File: src/rtl/uart_receiver.sv
// UART receiver: start, 8 data bits (MSB first), even parity, stop; reports parity and framing errors.
// Define UART_RX_SYNC_EN to pass rx_in through a 2-flop synchronizer (adds 2 cycles of latency).
module uart_receiver #(
  parameter int unsigned CLKS_PER_BIT = 1
) (
  input  logic       clk,
  input  logic       rx_enable,
  input  logic       rx_in,
  output logic [7:0] rx_data_out,
  output logic       rx_valid,
  output logic       parity_err,
  output logic       framing_err,
  output logic       busy
);

  localparam int unsigned HALF  = (CLKS_PER_BIT - 1) / 2;
  localparam int unsigned CNT_W = $clog2(CLKS_PER_BIT) + 1;
  // START counts from the detect edge, so the mid-start sample is one count early
  localparam logic [CNT_W-1:0] START_LAST = CNT_W'((HALF > 0) ? (HALF - 1) : 0);
  localparam logic [CNT_W-1:0] BIT_LAST   = CNT_W'(CLKS_PER_BIT - 1);

  typedef enum logic [2:0] {
    S_WAIT_HIGH = 3'd0,
    S_IDLE      = 3'd1,
    S_START     = 3'd2,
    S_DATA      = 3'd3,
    S_PARITY    = 3'd4,
    S_STOP      = 3'd5
  } state_t;

  state_t           r_state;
  state_t           w_state_next;
  logic [CNT_W-1:0] r_clk_cnt;
  logic [2:0]       r_bit_cnt;
  logic [7:0]       r_shreg;
  logic             r_par_bit;
  logic             w_rx_s;
  logic             w_start_tick;
  logic             w_bit_tick;
  logic             w_cnt_clr;
  logic             w_cnt_inc;
  logic             w_busy_set;
  logic             w_busy_clr;
  logic             w_shift;
  logic             w_par_cap;
  logic             w_done;

`ifdef UART_RX_SYNC_EN
  logic r_sync1;
  logic r_sync2;

  always_ff @(posedge clk) begin
    if (rx_enable) begin
      r_sync1 <= 1'b1;
      r_sync2 <= 1'b1;
    end else begin
      r_sync1 <= rx_in;
      r_sync2 <= r_sync1;
    end
  end

  assign w_rx_s = r_sync2;
`else
  assign w_rx_s = rx_in;
`endif

  assign w_start_tick = (r_clk_cnt == START_LAST);
  assign w_bit_tick   = (r_clk_cnt == BIT_LAST);

  // State register
  always_ff @(posedge clk) begin
    if (rx_enable) r_state <= S_WAIT_HIGH;
    else           r_state <= w_state_next;
  end

  // Next-state logic
  always_comb begin
    w_state_next = r_state;
    case (r_state)
      S_WAIT_HIGH: if (w_rx_s) w_state_next = S_IDLE;
      S_IDLE:      if (!w_rx_s) w_state_next = (HALF == 0) ? S_DATA : S_START;
      S_START:     if (w_start_tick) w_state_next = w_rx_s ? S_IDLE : S_DATA;
      S_DATA:      if (w_bit_tick && (r_bit_cnt == 3'd7)) w_state_next = S_PARITY;
      S_PARITY:    if (w_bit_tick) w_state_next = S_STOP;
      S_STOP:      if (w_bit_tick) w_state_next = w_rx_s ? S_IDLE : S_WAIT_HIGH;
      default:     w_state_next = S_WAIT_HIGH;
    endcase
  end

  // Datapath strobes decoded from state and counters
  always_comb begin
    w_cnt_clr  = 1'b0;
    w_cnt_inc  = 1'b0;
    w_busy_set = 1'b0;
    w_busy_clr = 1'b0;
    w_shift    = 1'b0;
    w_par_cap  = 1'b0;
    w_done     = 1'b0;
    case (r_state)
      S_IDLE: begin
        if (!w_rx_s) begin
          w_cnt_clr  = 1'b1;
          w_busy_set = 1'b1;
        end
      end
      S_START: begin
        if (w_start_tick) begin
          w_cnt_clr  = 1'b1;
          w_busy_clr = w_rx_s;
        end else begin
          w_cnt_inc = 1'b1;
        end
      end
      S_DATA, S_PARITY, S_STOP: begin
        if (w_bit_tick) begin
          w_cnt_clr = 1'b1;
          w_shift   = (r_state == S_DATA);
          w_par_cap = (r_state == S_PARITY);
          w_done    = (r_state == S_STOP);
        end else begin
          w_cnt_inc = 1'b1;
        end
      end
      default: ;
    endcase
  end

  // Counters, shift register and registered outputs
  always_ff @(posedge clk) begin
    if (rx_enable) begin
      r_clk_cnt   <= '0;
      r_bit_cnt   <= '0;
      r_shreg     <= '0;
      r_par_bit   <= 1'b0;
      rx_data_out <= '0;
      rx_valid    <= 1'b0;
      parity_err  <= 1'b0;
      framing_err <= 1'b0;
      busy        <= 1'b0;
    end else begin
      rx_valid <= 1'b0;
      if (w_cnt_clr)      r_clk_cnt <= '0;
      else if (w_cnt_inc) r_clk_cnt <= r_clk_cnt + CNT_W'(1);
      if (w_busy_set) begin
        busy      <= 1'b1;
        r_bit_cnt <= '0;
      end
      if (w_busy_clr) busy <= 1'b0;
      if (w_shift) begin
        r_shreg   <= {r_shreg[6:0], w_rx_s};
        r_bit_cnt <= r_bit_cnt + 3'd1;
      end
      if (w_par_cap) r_par_bit <= w_rx_s;
      if (w_done) begin
        rx_data_out <= r_shreg;
        rx_valid    <= 1'b1;
        parity_err  <= (r_par_bit != (^r_shreg));
        framing_err <= ~w_rx_s;
        busy        <= 1'b0;
      end
    end
  end

endmodule

File: config.mk
export PLATFORM = sky130hd
export DESIGN_NAME = uart_receiver
export DESIGN_NICKNAME = d
export VERILOG_FILES = /design/src/rtl/uart_receiver.sv
export SDC_FILE = /design/constraint.sdc
export NUM_CORES = 1
export LEC_CHECK = 0
export BUFFER_PORTS_ARGS = -buffer_cell sky130_fd_sc_hd__buf_2
export CORE_MARGIN = 4
export CORE_UTILIZATION = 50
export DETAILED_ROUTE_END_ITERATION = 10
export PLACE_DENSITY = 0.67
export SYNTH_ARGS = -nofsm -noshare
export SYNTH_HDL_FRONTEND = slang
export SYNTH_SLANG_ARGS = --single-unit
File: constraint.sdc
create_clock -name clk -period 2.1 [get_ports clk]
set_input_delay 0.42 -clock clk [delete_from_list [all_inputs] [get_ports clk]]
set_output_delay 0.42 -clock clk [all_outputs]
set_load 0.05 [all_outputs]
# Word level (Yosys, flattened, before mapping)
# Index checks and enable logic that the tools add are counted.
dict set report classes {
  n_addsub 2
  n_eq_ne 13
  mux 26
  bitwise_logic 2
  n_reduce_logical 9
}
# op n
set ops {}
lappend ops {{$mux 3} 8}
lappend ops {{$pmux 3 s6} 1}
lappend ops {{$mux 1} 15}
lappend ops {{$ne 2x2->1 const B} 6}
lappend ops {{$eq 3x3->1 const B} 3}
lappend ops {{$reduce_xor 8->1} 1}
lappend ops {{$eq 3x2->1 const B} 2}
lappend ops {{$reduce_and 6->1} 1}
lappend ops {{$reduce_or 3->1} 2}
lappend ops {{$reduce_or 4->1} 1}
lappend ops {{$add 3x1->3 const B} 1}
lappend ops {{$eq 3x1->1 const B} 1}
lappend ops {{$logic_not 3->1} 1}
lappend ops {{$mux 2} 1}
lappend ops {{$not 1->1} 2}
lappend ops {{$pmux 1 s2} 1}
lappend ops {{$reduce_bool 2->1} 1}
lappend ops {{$reduce_or 2->1} 1}
lappend ops {{$add 1x1->1 const B} 1}
lappend ops {{$logic_and 1x1->1} 1}
lappend ops {{$ne 1x1->1} 1}
dict set report totals {
  ff_bits 28
  in_bits 3
  elab_cells 62
}

# Logic depth before layout (Yosys ltp)
dict set report logic_depth {
  word_depth 4
  mapped_depth 6
}

# Worst setup path before layout
# No wires, ideal clock.
dict set report synth_path {
  path_type {register to register}
  start {reg r_shreg[4]}
  end {reg parity_err}
  t_arrival_ps 1268
  slack_ps 715
  path_stages_with_launch 5
  period_less_slack_ps 1385
  cell_sequence {dfxtp_1 xor2_1 xnor3_1 xnor2_1 a22o_2}
}
dict set report synth_between {
  elab_chain_cells 2
}
# element line_no
set synth_lines {}
lappend synth_lines {{start, declared} 35} ;# logic [7:0] r_shreg;
lappend synth_lines {{start signal, assigned} 150} ;# r_shreg <= {r_shreg[6:0], w_rx_s};
lappend synth_lines {{$reduce_xor 8->1} 157} ;# parity_err <= (r_par_bit != (^r_shreg));
lappend synth_lines {{$ne 1x1->1} 157}
lappend synth_lines {{end signal, assigned} 157}
lappend synth_lines {{end, declared} 11} ;# output logic parity_err,
# No other way between the ends.
# A chain may end at the register's enable or synchronous reset.

# Worst setup path after layout
dict set report layout_path {
  start {reg r_state[1]}
  end {reg rx_data_out[3]}
}
dict set report layout_between {
  elab_chain_cells 3
}
# element line_no
set layout_lines {}
lappend layout_lines {{start, declared} 31} ;# state_t r_state;
lappend layout_lines {{start signal, assigned} 73} ;# else r_state <= w_state_next;
lappend layout_lines {{$eq 3x2->1, or another cell as far along} 99} ;# case (r_state)
lappend layout_lines {{$reduce_or 3->1 / $mux 1 (equally long branches)} {99, 115}}
lappend layout_lines {{$mux 1 *} 99}
lappend layout_lines {{end signal, assigned} 155} ;# rx_data_out <= r_shreg;
lappend layout_lines {{end, declared} 9} ;# output logic [7:0] rx_data_out,
# Every way passes the cells marked *; elsewhere a longest branch is shown, timed or not.

==> run summary <==
Status -> finished, final reports clean
Flop2flop setup slack -> 570 ps
Ports -> 15
Post-synthesis cell count -> 122
Clock Latency Late Sink -> 330 ps
Post-Syn Nets -> 127
Layout Skew -> 3.089 ps
Top area cells in the synthesized netlist -> dfxtp_1 (49%), nand2_1 (5.9%), a22o_1 (5.4%)
Leakage -> 0.5107 nW
Number of port buffers -> 14
Synthesized area -> 0.001142 sq mm
Final Hold Viols -> 0
Initial drt markers -> 15
Final Hold Slack -> 376.9 ps
Worst Reg-to-Reg Cells -> 3
Unique masters post-synth -> 30
RSZ-0062 raised after global routing -> false
Achievable Freq -> 652.9 MHz
CP max stage delay -> 580 ps
Overall routing resource usage -> 0.1524
Gr ovfl total -> 0
Post-DP HPWL -> 1.409 mm
Clock sinks -> 28
CP Buf/Inv Count -> 0
Cell Pwr Density -> 739.1 mW/mm^2
H-tree depth reported by CTS -> 1
Final setup vio count -> 0
# diodes -> 0
Crit path depth -> 3
Max Cap Violations -> 0
CP Capture Type -> register
Postcts setup bufs -> 0
Tmin final -> 1532 ps
Worst setup margin -> 568.3 ps
Headroom to the max-slew limit -> 0.6264
CORE AREA -> 0.002191 sq mm
Row count -> 17
Via count -> 871
Net count, final -> 139
CTS Hold Bufs -> 0
Syn. warnings -> 0
First-pass GRT wire length -> 3.781 mm
Area share of the largest cell type after synthesis -> 0.4907
Critical path capture point -> rx_data_out[3]$_SDFFE_PP0P_
Placer Congestion -> 0.8256
CTS tree -> done
Avg Cell Area, Syn -> 9.363 sq um
Worst-case clock buffer depth -> 2
Cell taking the most area after synthesis -> dfxtp_1
Arr. time, crit path -> 1820 ps
Final TNS setup -> 0 ps
Sequential fraction of the synthesis area -> 0.4907
Die Y -> 55.80 um
Max IR drop VDD -> 0.4599 mV
Initial antenna violation count -> 0
Setup crit start -> r_state[1]$_SDFFE_PP0P_
Die Footprint -> 0.003114 sq mm
Req. time, crit path -> 2390 ps
Vias/cell -> 5.410
Worst hold path type -> input pin to register
Die X -> 55.80 um
Detailed Route WL -> 2.094 mm
Largest net degree at the start of global routing -> 20
Clock root buffer -> clkbuf_4
Slew of the pin with the lowest slew margin -> 558.6 ps
CP startpoint kind -> register
WL per Instance -> 13.01 um
Largest delay share family, worst path -> compound AO/OA/AOI/OAI gates
Initial core utilization -> 0.5214
Area growth, synth to finish -> 11.28%
Clock slew at reported path FFs -> 150 ps
Fraction of layout cells with a size suffix above 1 -> 0.1729
Reg2reg end -> rx_data_out[3]$_SDFFE_PP0P_
Power Total -> 0.9396 mW
Slowest-stage cell, CP -> dfxtp_1
Period utilization -> 0.7294
Reg2reg start -> r_state[1]$_SDFFE_PP0P_
Crit-path cells -> nor2b_1 > a31oi_2 > a22o_2
WS Path Type -> register to register
Crit-path max FO -> 13
First-pass iteration count of the detailed router -> 4
Number of global-route vias before repair -> 841
FF+latch count, synth -> 28
Num CTS Buffers -> 3
Post-CTS sizing -> 0
Worst slack at placement -> 527.5 ps
DRC errors left -> 0
ANT nets after route -> 0
Max-slew violation count -> 0
[final cells by class]
type / instances / area [sq um]
fill: 206 / 919.6
sequential: 28 / 560.5
multi-input combinational: 84 / 538.0
timing repair buffer: 15 / 77.57
tap: 28 / 35.03
clock inverter: 1 / 30.03
clock buffer: 3 / 22.52
inverter: 2 / 7.507
[power by group]
group	total, mW	internal, mW	switching [mW]
clock network	0.352	0.193	0.159
logic	0.0414	0.0133	0.0282
registers	0.546	0.537	0.00961
[metrics by stage]
stage	cell area, sq um	utilization	instances
2_1_floorplan	1142	-	122
3_3_place_gp	1219	0.5563	157
3_5_place_dp	1219	0.5563	157
4_1_cts	1271	0.5802	161
5_1_grt	1271	0.5802	161
6_report	1271	0.5802	161
[cell usage after synthesis (all sizes together)]
library cell	instances
o21ai	3
dfxtp	28
nand2	18
nor4bb	1
mux2i	1
a22oi	3
nand3	1
xor2	2
nor4	1
a211oi	1
nor4b	1
and4bb	1
ha	2
nand4bb	1
a22o	9
buf	6
a2111oi	1
xnor3	1
xnor2	5
clkbuf	2
nor3	3
a21oi	12
nor2	10
a31oi	1
nand2b	4
nor2b	1
inv	2
or3	1
[cells by family (layout without fill, tap and decap cells)]
family,count (synthesis),in the layout,synth area share
buf+inv,10,21,0.03833
mux,1,1,0.008763
fa+ha+maj,2,2,0.02190
flops,28,28,0.4907
simple gates,43,43,0.1851
xor+xnor,8,8,0.07338
compound gates,30,30,0.1818
[cell usage in the layout (no fill, tap or decap), types with 2 or more instances in the layout]
master    netlist  routed
dfxtp_1        28      28
nand2_1        18      18
buf_2           5      14
a21oi_1        12      12
nor2_1         10      10
a22o_1          7       7
xnor2_1         5       5
nand2b_1        4       4
o21ai_0         3       3
a22oi_1         3       3
nor3_1          3       3
clkbuf_4        0       3
xor2_1          2       2
inv_1           2       2
a22o_2          2       2
ha_1            2       2
[worst min-delay path by stage]
stage | slack, ps | cells after the start | start | endpoint
floorplan | 460 | 2 | r_shreg[7]$_SDFFE_PP0P_ | r_shreg[7]$_SDFFE_PP0P_
global placement | 450 | 2 | framing_err$_SDFFE_PP0P_ | framing_err$_SDFFE_PP0P_
detailed placement | 440 | 2 | framing_err$_SDFFE_PP0P_ | framing_err$_SDFFE_PP0P_
CTS | 360 | 2 | rx_in | framing_err$_SDFFE_PP0P_
global route | 390 | 2 | rx_in | framing_err$_SDFFE_PP0P_
finish | 380 | 2 | rx_in | framing_err$_SDFFE_PP0P_
[sequential cells by signal (all words and copies together) (netlist names)]
register and cells:
rx_valid 1, parity_err 1, r_state 3, rx_data_out 8, r_clk_cnt 1, r_par_bit 1
framing_err 1, r_bit_cnt 3, busy 1, r_shreg 8
[layer usage]
layer	share of wire	vias to the layer above	global-route usage	routed length (um)
met3	0.038	5	0.03016	80
met4	0.024	0	0.08681	51
met2	0.45	15	0.2432	937
met1	0.49	404	0.1900	1024
met5	0	-	0	0
li1	-	447	-	-
No activity file was read; power rests on OpenSTA's default activity.
